[src/rtl/alu_ctrl_mc.sv]
// ALU control decode plus a multi-cycle mult/div issue tracker; decode is combinational, MD ops stay busy MUL_LAT/DIV_LAT cycles.
// Backpressure: stall_o holds MD/MFHI/MFLO issue while an op is in flight; ALU_CTRL_DIV_EN enables DIV/DIVU tracking.
module alu_ctrl_mc #(
    parameter int MUL_LAT = 4,
    parameter int DIV_LAT = 32
) (
    input  logic       clk_i,
    input  logic       rst_i,
    input  logic       valid_i,
    input  logic [5:0] funct_i,
    input  logic [4:0] ALUOp_i,
    output logic [4:0] ALUCtrl_o,
    output logic       JR_o,
    output logic       SR_o,
    output logic       md_start_o,
    output logic [1:0] md_op_o,
    output logic       busy_o,
    output logic       md_done_o,
    output logic       stall_o
);

    typedef enum logic {IDLE, BUSY} state_t;

    localparam logic [5:0] MUL_CNT = 6'(MUL_LAT - 1);
    localparam logic [5:0] DIV_CNT = 6'(DIV_LAT - 1);

    state_t     r_state, w_state_nxt;
    logic [5:0] r_cnt, w_cnt_nxt;
    logic [1:0] r_md_op, w_md_op_nxt;

    logic w_rtype, w_is_mul, w_is_div, w_is_md, w_is_mf, w_accept;

    always_comb begin
        ALUCtrl_o = ALUOp_i;
        JR_o      = 1'b0;
        SR_o      = 1'b0;
        if (ALUOp_i == 5'd0) begin
            case (funct_i)
                6'h20: ALUCtrl_o = 5'h01;
                6'h21: ALUCtrl_o = 5'h02;
                6'h22: ALUCtrl_o = 5'h03;
                6'h24: ALUCtrl_o = 5'h04;
                6'h25: ALUCtrl_o = 5'h05;
                6'h26: ALUCtrl_o = 5'h06;
                6'h27: ALUCtrl_o = 5'h07;
                6'h28: ALUCtrl_o = 5'h08;
                6'h2A: ALUCtrl_o = 5'h09;
                6'h00: begin ALUCtrl_o = 5'h0A; SR_o = 1'b1; end
                6'h02: begin ALUCtrl_o = 5'h0B; SR_o = 1'b1; end
                6'h03: begin ALUCtrl_o = 5'h0B; SR_o = 1'b1; end
                6'h08: begin ALUCtrl_o = 5'h0C; JR_o = 1'b1; end
                6'h10: ALUCtrl_o = 5'h12;
                6'h12: ALUCtrl_o = 5'h13;
                default: ALUCtrl_o = ALUOp_i;
            endcase
        end
    end

    assign w_rtype  = valid_i && (ALUOp_i == 5'd0);
    assign w_is_mul = (funct_i == 6'h18) || (funct_i == 6'h19);
`ifdef ALU_CTRL_DIV_EN
    assign w_is_div = (funct_i == 6'h1A) || (funct_i == 6'h1B);
`else
    // Divide ops fall through as undecoded; DIV_LAT is kept only for a uniform parameter list.
    logic w_unused_div;
    assign w_is_div     = 1'b0;
    assign w_unused_div = ^DIV_CNT;
`endif
    assign w_is_md  = w_is_mul || w_is_div;
    assign w_is_mf  = (funct_i == 6'h10) || (funct_i == 6'h12);

    assign busy_o     = (r_state == BUSY);
    assign md_done_o  = busy_o && (r_cnt == 6'd0);
    assign md_op_o    = r_md_op;
    // The done cycle is free for a new issue, which gives back-to-back ops with no bubble.
    assign w_accept   = w_rtype && w_is_md && (!busy_o || md_done_o) && !rst_i;
    assign md_start_o = w_accept;
    assign stall_o    = w_rtype && busy_o && !md_done_o && (w_is_md || w_is_mf) && !rst_i;

    always_comb begin
        w_state_nxt = r_state;
        w_cnt_nxt   = r_cnt;
        w_md_op_nxt = r_md_op;
        if (w_accept) begin
            w_state_nxt = BUSY;
            w_md_op_nxt = funct_i[1:0];
`ifdef ALU_CTRL_DIV_EN
            w_cnt_nxt   = w_is_mul ? MUL_CNT : DIV_CNT;
`else
            w_cnt_nxt   = MUL_CNT;
`endif
        end else if (r_state == BUSY) begin
            if (r_cnt != 6'd0) begin
                w_cnt_nxt = r_cnt - 6'd1;
            end else begin
                w_state_nxt = IDLE;
            end
        end
    end

    always_ff @(posedge clk_i) begin
        if (rst_i) begin
            r_state <= IDLE;
            r_cnt   <= 6'd0;
            r_md_op <= 2'd0;
        end else begin
            r_state <= w_state_nxt;
            r_cnt   <= w_cnt_nxt;
            r_md_op <= w_md_op_nxt;
        end
    end

endmodule

[config.mk]
export PLATFORM = sky130hd
export DESIGN_NAME = alu_ctrl_mc
export DESIGN_NICKNAME = d
export VERILOG_FILES = /design/src/rtl/alu_ctrl_mc.sv
export SDC_FILE = /design/constraint.sdc
export NUM_CORES = 1
export LEC_CHECK = 0
export CAP_MARGIN = 15
export CORE_UTILIZATION = 44
export DETAILED_ROUTE_END_ITERATION = 10
export GPL_ROUTABILITY_DRIVEN = 0
export PLACE_DENSITY = 0.84
export SKIP_LAST_GASP = 1
export SLEW_MARGIN = 0
export SYNTH_ARGS = -nofsm -noshare
export SYNTH_HDL_FRONTEND = slang
export SYNTH_SLANG_ARGS = --single-unit
[constraint.sdc]
create_clock -name clk_i -period 1.7 [get_ports clk_i]
set_input_delay 0.255 -clock clk_i [delete_from_list [all_inputs] [get_ports clk_i]]
set_output_delay 0.255 -clock clk_i [all_outputs]
set_load 0.1 [all_outputs]
==> reports/qor.yml, run 1 <==
std_cell_rows: 14
synth_area_leaders: "dfxtp_1 23%, nor2_1 5.8%, a21oi_1 5.1%"
start_util: 0.495
yosys_register_bits: 9
async_flop_share: 0
die_y_um: 44.1
die_x_um: 44.1
yosysTopAreaCell: "dfxtp_1"
syn_area_per_cell_sq_um: 7.73
synth_flop_cell: "dfxtp_1"
ys.warnings.count: 0
synth.cell_area_sq_um: 781
synth_top_area_frac: 0.231
hpwl_um: 3130
error: "[ERROR DPL-0033] detailed placement checks failed during check placement."
io_buffers: 26
synthCells: 101
yosysSeqAreaShare: 0.231
io_pins: 27
status: "did not finish"
failed_stage: "detailed placement"
ys_types: 42
syn-num-nets: 117
synth_edf_count: 0
[kinds of logic after synthesis]
family,synth area share
compound gates,0.229
xor+xnor,0.0337
fa+ha+maj,0.0320
buf+inv,0.0817
flops,0.231
mux,0.0401
simple gates,0.353
[per-stage QoR]
step / worst slack (ns) / setup TNS, ns / std cells / instance area (sq um)
floorplan: -0.367 / -2.45 / 101 / 958
global placement: -0.495 / -5.73 / 167 / 1550
[synthesized netlist by cell type, types with 2 or more instances]
master and n:
a31o_2 3, nor4_1 2, nand4_1 2, inv_1 8, mux2i_1 2, xor2_1 2, a211oi_1 2, nand2b_1 6
nor3_1 5, dfxtp_1 9, nor2b_1 2, and2b_2 3, nand2_1 2, a21oi_1 8, a22oi_1 2, ha_1 2
nor2_1 12, or3_1 2, o21ai_0 3, nand3_1 2
==> run 2: changes to the inputs <==
- CORE_AREA: default -> 2 2 63 65
- CORE_UTILIZATION: 44 -> default
- DIE_AREA: default -> 0 0 65 67
- PLACE_DENSITY: 0.84 -> default
- PLACE_DENSITY_LB_ADDON: default -> 0.15
==> run 2 against run 1 <==
The flow now finishes, with violations (setup timing); synthesized cell count is the same; area after synthesis is the same.
==> reports/qor.yml, run 2 <==
layout_setup_ws_ns: -0.160
final_max_slew_viol_count: 0
yosysSeqAreaShare: 0.231  # unchanged
async_flop_share: 0  # unchanged
cp.required_ns: 1.44
mostFrequentLayoutCells: "34 x buf_4, 14 x buf_12, 8 x a21oi_1, 8 x nor2_1"
yosys_register_bits: 9  # unchanged
synth_most_common_cell: "nor2_1"  # unchanged
io_buffers: 26  # unchanged
crit_arrival_ns: 1.61
p_leak_uw: 0.000741
core_sq_um: 3610
internal_power_uw: 505
synth_flop_cell: "dfxtp_1"  # unchanged
status: "finished with violations"  # was did not finish
synth_area_leaders: "dfxtp_1 23%, nor2_1 5.8%, a21oi_1 5.1%"  # unchanged
hp-class: "reg2reg"
ys_types: 42  # unchanged
fmax_ghz: 0.538
p_clk_frac: 0.343
wl_per_cell_um: 12.6
swShare: 0.313
cp_max_fo: 3
power_frac_seq: 0.286
clk_pin_slew_ns: 0.05
ant_nets: 0
cts_sinks: 9
max_slew_margin: 0.778
wl_um: 2690
worst_pin_slew_ns: 0.329
antenna_cells: 0
die_y_um: 67  # was 44.1 um
antenna_found_initial: 0
grt_max_degree: 8
final_design_area_no_fill_sq_um: 1800
synth.cell_area_sq_um: 781  # unchanged
maxCapViolations: 0
pwr-share-comb: 0.371
synth_top_family_by_area: "simple AND/OR/NAND/NOR gates"  # unchanged
tritoncts: "done"
fin_hold_ws_ns: 0.455
multiInputGateArea_sq_um: 797
top_register: "r_cnt"
num_vias: 976
grt_pass1_vias: 1050
irDropWorstVdd_uv: 298
clk_latency_ns: 0.23
rsz0062_at_grt: "true"
std_cell_rows: 22  # was 14
syn_to_final_growth_pct: 131
synthCells: 101  # unchanged
switchingPower_uw: 230
ff_latch_area_sq_um: 186
crit_type: "in2out"
h-tree-depth: 1
die-area_sq_um: 4360
syn_area_per_cell_sq_um: 7.73  # unchanged
fillCellCount: 323
die_x_um: 65  # was 44.1 um
final_common_cell: "buf_4"
critPathLaunchType: "input pin"
grtUsageTotal: 0.137
fin_crit_sh: 1.09
violations: "setup timing"
io_pins: 27  # unchanged
ys.warnings.count: 0  # unchanged
yosys.area_share.xor_xnor: 0.0337  # unchanged
yosysTopAreaCell: "dfxtp_1"  # unchanged
placed_area_sq_um: 1600
synth-compound-area-share: 0.229  # unchanged
drt-pass1-iter-count: 3
hold_viol: 0
synth_edf_count: 0  # unchanged
drt_iter0_markers: 13
cts-hold-fix-buffers: 0
setup_violations: 9
total_power_uw: 735
num-nets-final: 182
vias_per_cell: 4.58
syn-num-nets: 117  # unchanged
drive_gt1_frac: 0.648
skew_ns: 0.00167
drc: 0
cts_inserted_buffers: 3
synthSimpleGateAreaFrac: 0.353  # unchanged
fin_crit_ns: 1.86
start_util: 0.217  # was 0.495
synth_common_cells: "12 x nor2_1, 9 x dfxtp_1, 8 x a21oi_1, 8 x inv_1, 6 x nand2b_1"  # unchanged
synth_fa_ha_area_frac: 0.0321  # unchanged
muxShareOfSynthArea: 0.0401  # unchanged
cts_root_buffer: "clkbuf_8"
grt_pass1_wl_um: 4600
overflow: 0
cp-end-kind: "output port"
hpwl_um: 2110  # was 3130 um
synth_top_area_frac: 0.231  # unchanged
clk_path_buf_depth: 2
largest_register_ffs: 6
power_density_nw_per_um2: 408
-- run 2: cell counts after synthesis --
No cell type changed its count.
-- run 2: routing by layer --
layer  share of wire  track usage  up-vias
met5               0            0        -
met1            0.42        0.151      452
met3           0.035       0.0186        7
met4           0.027       0.0824        0
met2            0.51        0.250       23
li1                -            -      494
-- run 2: critical path, stage by stage --
cell and delay, ns:
dlygate4sd2_1 0.29, or3_2 0.48, a31o_4 0.25, a2bb2oi_4 0.15, buf_12 0.18
-- run 2: cells by family (layout without fill, tap and decap cells) --
kind of cell               count (synthesis)  after routing
and+or+nand+nor                           46             46
DFF                                        9              9
xor gates and xnor gates                   3              3
buffers and inverters                     12             76
AOI/OAI and AO/OA                         26             26
muxes                                      3              3
adders and majority gates                  2              2
-- run 2: final timing paths --
| path | start | endpoint | slack [ns] | cells after the start |
|---|---|---|---|---|
| setup / recovery | funct_i[4] | ALUCtrl_o[0] | -0.16 | 5 |
| hold / removal | r_cnt[0] | r_cnt[0] | 0.45 | 1 |
| hold reg to reg | r_cnt[0] | r_cnt[0] | 0.45 | 1 |
| setup reg to reg | r_cnt[0] | r_cnt[1] | 0.18 | 6 |
-- run 2: area by class of cell --
type,instances,share of cell area
Multi-Input combinational cell,80,0.442
Timing Repair Buffer,64,0.379
Tap cell,48,0.0333
Inverter,8,0.0167
Sequential cell,9,0.103
Clock buffer,4,0.0250
-- run 2: timing repair --
action,4_1_cts,5_1_grt
pin swaps,13,12
gates resized for setup,56,10
buffers inserted,5,5
setup endpoints to repair,17,10
-- run 2: power groups by stage --
stage	logic, uW	clock network, uW	registers (uW)
3_5_place_dp	252	0	214
4_1_cts	258	259	210
6_report	273	253	210
3_3_place_gp	250	0	214
2_1_floorplan	128	0	214
5_1_grt	288	269	210
-- run 2: through the flow --
stage	instances	setup WS [ns]	TNS, ns	utilization
6_report	213	-0.160	-0.843	0.500
5_1_grt	213	-0.200	-1.44	0.500
4_1_cts	209	-0.166	-0.927	0.481
3_5_place_dp	200	-0.536	-6.82	0.444
3_3_place_gp	200	-0.493	-6.32	0.444
2_1_floorplan	101	-0.367	-2.45	-
(Power assumes the default switching activity.)
==> run 3: changes to the inputs <==
- CORE_AREA: 2 2 63 65 -> 5 5 66 68
- DIE_AREA: 0 0 65 67 -> 0 0 71 73
- SLEW_MARGIN: 0 -> 15
==> run 3 against run 2 <==
The flow still finishes with violations (setup timing); core utilization fell by 4.5 points; clock skew down 0.00087 ns; cell count is 1.4% lower; critical path depth did not move; sequential share of layout area grew 0.46 points.
==> reports/qor.yml, run 3 (synthesis gave the netlist of run 2 again) <==
cts_inserted_buffers: 3  # unchanged
mostFrequentLayoutCells: "30 x buf_4, 13 x buf_12, 10 x nor2_1"  # was 34 x buf_4, 14 x buf_12, 8 x a21oi_1, 8 x nor2_1
cts_sinks: 9  # unchanged
setup_violations: 9  # unchanged
std_cell_rows: 23  # was 22
antenna_cells: 0  # unchanged
grtUsageTotal: 0.105  # was 0.137
syn_to_final_growth_pct: 121  # was 131%
die-area_sq_um: 5180  # was 4360 sq um
core_sq_um: 3800  # was 3610 sq um
max_slew_margin: 0.770  # was 0.778
maxCapViolations: 0  # unchanged
fin_hold_ws_ns: 0.453  # was 0.455 ns
crit_chain: "clkdlybuf4s15_1, or3_2, a31o_2, a2bb2oi_4, buf_12"  # was dlygate4sd2_1, or3_2, a31o_4, a2bb2oi_4, buf_12
die_y_um: 73  # was 67 um
critPathLaunchType: "input pin"  # unchanged
clk_latency_ns: 0.23  # about the same
irDropWorstVdd_uv: 538  # was 298 uV
cp-end-kind: "output port"  # unchanged
cp_max_fo: 4  # was 3
h-tree-depth: 1  # unchanged
num_vias: 945  # was 976
fin_crit_ns: 1.83  # was 1.86 ns
layout_setup_ws_ns: -0.131  # was -0.160 ns
preCtsSetupSlack_ns: -0.542  # was -0.536 ns
power_density_nw_per_um2: 414  # was 408 nW/um^2
p_leak_uw: 0.000695  # was 0.000741 uW
wl_um: 2550  # was 2690 um
drc: 0  # unchanged
grt_pass1_wl_um: 4360  # was 4600 um
drt_iter0_markers: 16  # was 13
status: "finished with violations"  # unchanged
slowest_delay_ns: 0.47  # was 0.48 ns
vias_per_cell: 4.50  # was 4.58
rsz0062_at_grt: "true"  # unchanged
ant_nets: 0  # unchanged
crit_arrival_ns: 1.58  # was 1.61 ns
cts_root_buffer: "clkbuf_8"  # unchanged
total_power_uw: 715  # was 735 uW
io_pins: 27  # unchanged
hold_viol: 0  # unchanged
violations: "setup timing"  # unchanged
crit_type: "in2out"  # unchanged
top_register: "r_cnt"  # unchanged
io_buffers: 26  # unchanged
grt_pass1_vias: 965  # was 1050
drive_gt1_frac: 0.619  # was 0.648
final_common_cell: "buf_4"  # unchanged
fmax_ghz: 0.546  # was 0.538 GHz
cp.required_ns: 1.44  # about the same
antenna_found_initial: 0  # unchanged
tritoncts: "done"  # unchanged
wl_per_cell_um: 12.2  # was 12.6 um
cts-hold-fix-buffers: 0  # unchanged
fillCellCount: 376  # was 323
overflow: 0  # unchanged
num-nets-final: 177  # was 182
clk_path_buf_depth: 2  # unchanged
final_max_slew_viol_count: 0  # unchanged
start_util: 0.206  # was 0.217
grt_max_degree: 8  # unchanged
multiInputGateArea_sq_um: 763  # was 797 sq um
skew_ns: 0.000794  # was 0.00167 ns
drt-pass1-iter-count: 4  # was 3
hp-class: "reg2reg"  # unchanged
fin_crit_sh: 1.08  # was 1.09
clk_pin_slew_ns: 0.04  # was 0.05 ns
worst_pin_slew_ns: 0.342  # was 0.329 ns
cp_slowest_cell: "or3_2"  # unchanged
die_x_um: 71  # was 65 um
ff_latch_area_sq_um: 186  # unchanged
largest_register_ffs: 6  # unchanged
hpwl_um: 2140  # was 2110 um
## run 3: cell count changes in the layout (fill, tap and decap cells not counted), sizes merged
cell | before | now
clkdlybuf4s50 | 1 | 2
buf | 59 | 54
clkdlybuf4s15 | 1 | 2
dlygate4sd2 | 3 | 1
## run 3: repair_timing
action	CTS	global route
pin swaps	12	11
setup endpoints to repair	17	10
gates resized for setup	48	12
setup buffers	3	3
## run 3: path summary, 6_finish.rpt
path / from / end / slack [ns] / depth (start not counted)
worst max-delay path: funct_i[4] / ALUCtrl_o[0] / -0.13 / 5
worst min register to register: r_cnt[0] / r_cnt[0] / 0.45 / 1
worst max register to register: r_cnt[0] / r_cnt[1] / 0.13 / 6
worst min-delay path: r_cnt[0] / r_cnt[0] / 0.45 / 1
## run 3: layout make-up
cell class / count / area share
Tap cell: 50 / 0.0363
Timing Repair Buffer: 59 / 0.370
Inverter: 8 / 0.0174
Sequential cell: 9 / 0.108
Clock buffer: 4 / 0.0261
Multi-Input combinational cell: 80 / 0.442
## run 3: report_power, final
group          internal [uW]  total (uW)  leakage [uW]  switching (uW)
Clock                    163         244     0.0000228            81.4
Combinational            123         260      0.000598             137
Sequential               210         210     0.0000743          0.0553
Total                    497         715      0.000695             218
## run 3: layer usage
metal / share of wire / vias up / GRT usage
met2: 0.53 / 24 / 0.195
met1: 0.40 / 434 / 0.112
li1: - / 479 / -
met4: 0.032 / 0 / 0.0605
met5: 0 / - / 0
met3: 0.036 / 8 / 0.0152
## run 3: through the flow
step / area, sq um / utilization / std cells / setup TNS [ns]
final: 1730 / 0.454 / 210 / -0.646
after global routing: 1730 / 0.454 / 210 / -1.25
after CTS: 1680 / 0.443 / 208 / -1.09
after detailed placement: 1580 / 0.417 / 201 / -6.75
after global placement: 1580 / 0.417 / 201 / -6.64
after floorplan: 958 / - / 101 / -2.45
## run 3: worst max-delay path, delay by kind of cell
| family | cells | cell delay [ns] |
|---|---|---|
| simple gates | 1 | 0.47 |
| buf+inv | 2 | 0.42 |
| compound gates | 2 | 0.42 |
